[src/rtl/fifo_vc.sv]
// fifo_vc: per-channel synchronous FIFO buffer with occupancy, threshold and sticky error flags.
module fifo_vc #(
    parameter int unsigned DATA_WIDTH = 6,
    parameter int unsigned ADDR_WIDTH = 2
) (
    input  logic                  clk,
    input  logic                  reset,
    input  logic                  push,
    input  logic [DATA_WIDTH-1:0] data_in,
    input  logic                  pop,
    input  logic [ADDR_WIDTH:0]   almost_full_th,
    input  logic [ADDR_WIDTH:0]   almost_empty_th,
    output logic [DATA_WIDTH-1:0] data_out,
    output logic                  valid_out,
    output logic                  empty,
    output logic                  full,
    output logic                  almost_full,
    output logic                  almost_empty,
    output logic [ADDR_WIDTH:0]   count,
    output logic                  error
);

    localparam int unsigned DEPTH = 2 ** ADDR_WIDTH;
    localparam int unsigned CW    = ADDR_WIDTH + 1;

    logic [DATA_WIDTH-1:0] mem [DEPTH];
    logic [ADDR_WIDTH-1:0] wr_ptr;
    logic [ADDR_WIDTH-1:0] rd_ptr;
    logic                  wr_en;
    logic                  rd_en;
    logic                  err_evt;

    // Status flags decoded from the registered occupancy count.
    always_comb begin
        empty        = (count == '0);
        full         = (count == CW'(DEPTH));
        almost_full  = (count >= almost_full_th);
        almost_empty = (count <= almost_empty_th);
    end

    // Accept logic: a pop on a full FIFO frees the slot the concurrent push lands in.
    always_comb begin
        rd_en   = pop && !empty;
        wr_en   = push && (!full || pop);
        err_evt = (push && full && !pop) || (pop && empty);
    end

    // Storage write port; contents survive reset.
    always_ff @(posedge clk) begin
        if (reset && wr_en) begin
            mem[wr_ptr] <= data_in;
        end
    end

    // Pointers, occupancy, registered read data and sticky error.
    always_ff @(posedge clk) begin
        if (!reset) begin
            wr_ptr    <= '0;
            rd_ptr    <= '0;
            count     <= '0;
            data_out  <= '0;
            valid_out <= 1'b0;
            error     <= 1'b0;
        end else begin
            if (wr_en) begin
                wr_ptr <= wr_ptr + ADDR_WIDTH'(1);
            end
            if (rd_en) begin
                rd_ptr    <= rd_ptr + ADDR_WIDTH'(1);
                data_out  <= mem[rd_ptr];
                valid_out <= 1'b1;
            end else begin
                valid_out <= 1'b0;
            end
            case ({wr_en, rd_en})
                2'b10:   count <= count + CW'(1);
                2'b01:   count <= count - CW'(1);
                default: count <= count;
            endcase
            if (err_evt) begin
                error <= 1'b1;
            end
        end
    end

endmodule

[config.mk]
export PLATFORM = sky130hd
export DESIGN_NAME = fifo_vc
export DESIGN_NICKNAME = d
export VERILOG_FILES = /design/src/rtl/fifo_vc.sv
export SDC_FILE = /design/constraint.sdc
export NUM_CORES = 1
export LEC_CHECK = 0
export ABC_AREA = 1
export CORE_ASPECT_RATIO = 1.2
export CORE_MARGIN = 2
export CORE_UTILIZATION = 48
export CTS_BUF_LIST = sky130_fd_sc_hd__clkbuf_8 sky130_fd_sc_hd__clkbuf_16
export CTS_CLUSTER_DIAMETER = 80
export DETAILED_ROUTE_END_ITERATION = 10
export PLACE_DENSITY_LB_ADDON = 0.3
export SETUP_SLACK_MARGIN = 0.1
export SLEW_MARGIN = 20
export SYNTH_ARGS = -nofsm -noshare
export SYNTH_HDL_FRONTEND = slang
export SYNTH_SLANG_ARGS = --single-unit
export TNS_END_PERCENT = 10
[constraint.sdc]
create_clock -name clk -period 1.71 [get_ports clk]
set_input_delay 0.513 -clock clk [delete_from_list [all_inputs] [get_ports clk]]
set_output_delay 0.513 -clock clk [all_outputs]
set_load 0.05 [all_outputs]
==> results.cfg <==
[run_status]
outcome = finished with violations
violations = setup timing

[power_and_ir_drop]
vdd_drop_max_mv = 0.665
power.switching_w = 0.00182
power_frac_clock = 0.134
intPower_w = 0.00263
p_per_area_mw_per_mm2 = 1530
leakage_nw = 1.33
seqPwrFrac = 0.288
swShare = 0.410
comb_power_share = 0.578

[yosys]
synth.top_cell.area_share = 0.363
ys_seq_area_frac = 0.515
synth_cell_types = 24
syn_area_per_cell_um2 = 8.62
synth_warnings = 0
syn_nets = 258
ys_seq_elements = 39
yosysTopAreaCell = edfxtp_1
synthTopCellsByArea = edfxtp_1 (36%), dfxtp_1 (15%), nand2_1 (10%)
syn_area_mm2 = 0.00198
syn-instance-count = 230

[grt]
grt_first_pass_wirelength_mm = 7.22
track_usage = 0.208
grt_max_degree = 16
antenna_found_initial = 0
grt_pass1_vias = 1662
overflow = 0

[clock_network]
cts.clk_slew.worst_paths_ps = 80
clk_latency_ps = 290
numCtsBuffers = 5
root_buffer = clkbuf_8
clock-sinks = 39
ctsLongestPathBuffers = 2
cts_tree = done
htree_levels = 2

[die]
initial_core_util = 0.503
ioPinCount = 31
num_rows = 25
fp.coreArea_mm2 = 0.00394
die_width_um = 62.7
fp.dieH_um = 74.4
die-area_mm2 = 0.00466

[placed_design]
hpwl_mm = 2.84
io_buffers = 30
gp_congestion = 0.709
dp.cells = 326

[finish]
final_util = 0.738
final_common_cell = nand2_1
fillers = 273
finalNonFillerCells = 343
diodes = 0
final_cell_mix = nand2_1 (49), inv_1 (44), edfxtp_1 (24), nor2_1 (22), buf_4 (20)
fin_nets = 316
syn2layout_area_growth_pct = 46.7
drive_above_1_share = 0.339

[detailed_routing]
routed_via_density = 4.76
drc_errors = 0
drtPass1Iterations = 4
wl_mm = 4.27
ant_nets = 0
routedWlPerCell_um = 12.5
num_vias = 1631
first_iter_violations = 69

[critical_path]
slowest_delay_ps = 370
worstRegToRegCells = 13
critPathBufInv = 1
reg2reg_from = count[1]
cp_top_family = flip-flops
worstPathRequired_ps = 1200
end_kind = primary output
worst-setup-path-type = reg2out
crit_arrival_ps = 1490
r2r-end = count[2]
crit_fanout = 4
crit_chain = ha_4 -> nand2_2 -> o211ai_1 -> clkbuf_16
cpMaxStageDelayCell = dfxtp_4
start_kind = flop
reg2reg_setup_slack_ps = -130

[min_path]
worstHoldEndpoint = data_out[1]
min_path_cells = 4
hold_start = data_out[1]
min_path_type = reg2reg

[sta]
min_period_ps = 2000
maxSlewViolCount = 0
period_share = 1.17
layout_setup_ws_ps = -293
clock_skew_ps = 10.5
finalSetupViolations = 6
slew_headroom = 0.748
fmax_mhz = 499
grt_setup_unrepaired = yes
hold_viol = 0
max_slew.worst_pin.slew_ps = 378

[job]
max_cap_violations = 0
power by group through the flow:
stage | combinational, W | clock, W | sequential (W)
floorplan | 0.000988 | 0 | 0.00158
global placement | 0.00216 | 0 | 0.00133
detailed placement | 0.00221 | 0 | 0.00134
CTS | 0.00248 | 0.000610 | 0.00128
global route | 0.00278 | 0.000652 | 0.00130
finish | 0.00258 | 0.000596 | 0.00128
worst reg2reg max path: stages (launching register included):
cell and delay, ps:
dfxtp_4 380, buf_6 130, nor2_4 150, nand3_4 110, nand2_2 90, ha_4 140
inv_2 40, fa_2 350, inv_2 50, nand2_1 60, nand3_2 80, nand2_1 70
nand2_1 60, nor2_1 40
layer usage:
metal,vias up,share of wire,track usage
met2,36,0.56,0.422
met5,-,0,0
li1,823,-,-
met3,8,0.033,0.0484
met4,0,0.020,0.0963
met1,764,0.39,0.201
what timing repair did:
action,CTS,global route
buffers inserted,6,3
gates cloned,0,0
gates resized for setup,37,19
pin swaps,15,3
hold buffers,0,0
setup endpoints to repair,31,30
metrics by stage:
| step | instance area (um^2) | TNS [ps] | worst slack, ps | total power [W] | hold WS, ps |
|---|---|---|---|---|---|
| 4_1_cts | 2830 | -900 | -287 | 0.00437 | 561 |
| 3_3_place_gp | 2660 | -11810 | -657 | 0.00348 | 534 |
| 3_5_place_dp | 2660 | -12630 | -711 | 0.00355 | 548 |
| 2_1_floorplan | 2070 | -501 | -421 | 0.00257 | 502 |
| 5_1_grt | 2910 | -1330 | -338 | 0.00473 | 591 |
| 6_report | 2910 | -949 | -293 | 0.00446 | 555 |
state kept, by name, indices dropped and copies added (netlist names):
name / flops
valid_out: 1
mem: 24
wr_ptr: 2
data_out: 6
count: 3
error: 1
rd_ptr: 2
cells in the mapped netlist:
| cell | instances |
|---|---|
| o21ai_0 | 3 |
| nand4_1 | 1 |
| nor2_2 | 1 |
| o21ai_2 | 1 |
| a21oi_1 | 7 |
| nand3_2 | 1 |
| buf_12 | 1 |
| nand3_1 | 20 |
| buf_4 | 2 |
| nand2_2 | 3 |
| nor2_1 | 22 |
| fa_1 | 1 |
| inv_2 | 4 |
| inv_1 | 51 |
| buf_6 | 2 |
| o211ai_1 | 1 |
| edfxtp_1 | 24 |
| nand2_1 | 54 |
| nor2_4 | 1 |
| nor3_1 | 1 |
| dfxtp_1 | 15 |
| ha_1 | 11 |
| nand2_4 | 2 |
| a21oi_2 | 1 |
layout make-up:
| type | instances | area (um^2) | share of cell area |
|---|---|---|---|
| Sequential cell | 39 | 1030 | 0.355 |
| Multi-Input combinational cell | 131 | 837 | 0.288 |
| Timing Repair Buffer | 56 | 653 | 0.225 |
| Inverter | 55 | 234 | 0.0804 |
| Clock buffer | 5 | 68.8 | 0.0237 |
| Tap cell | 54 | 67.6 | 0.0232 |
| Clock inverter | 3 | 16.3 | 0.00559 |
worst max path at each step:
stage,to,slack [ps],startpoint,cells past startpoint
after floorplan,almost_full,-420,almost_full_th[2],4
after global placement,almost_full,-660,almost_full_th[2],6
after detailed placement,almost_full,-710,almost_full_th[2],6
after CTS,almost_full,-290,count[2],4
after global routing,almost_full,-340,count[2],4
final,almost_full,-290,count[2],4
kinds of logic (layout without fill, tap and decap cells):
| kind of cell | after synthesis | in the layout | share of synthesized area |
|---|---|---|---|
| AND/OR/NAND/NOR | 106 | 106 | 0.235 |
| buffers and inverters | 60 | 119 | 0.133 |
| flip-flops | 39 | 39 | 0.515 |
| AO/OA/AOI/OAI | 13 | 13 | 0.0379 |
| adder cells (fa/ha/maj) | 12 | 12 | 0.0795 |
Power figures use the tool's default switching activity.
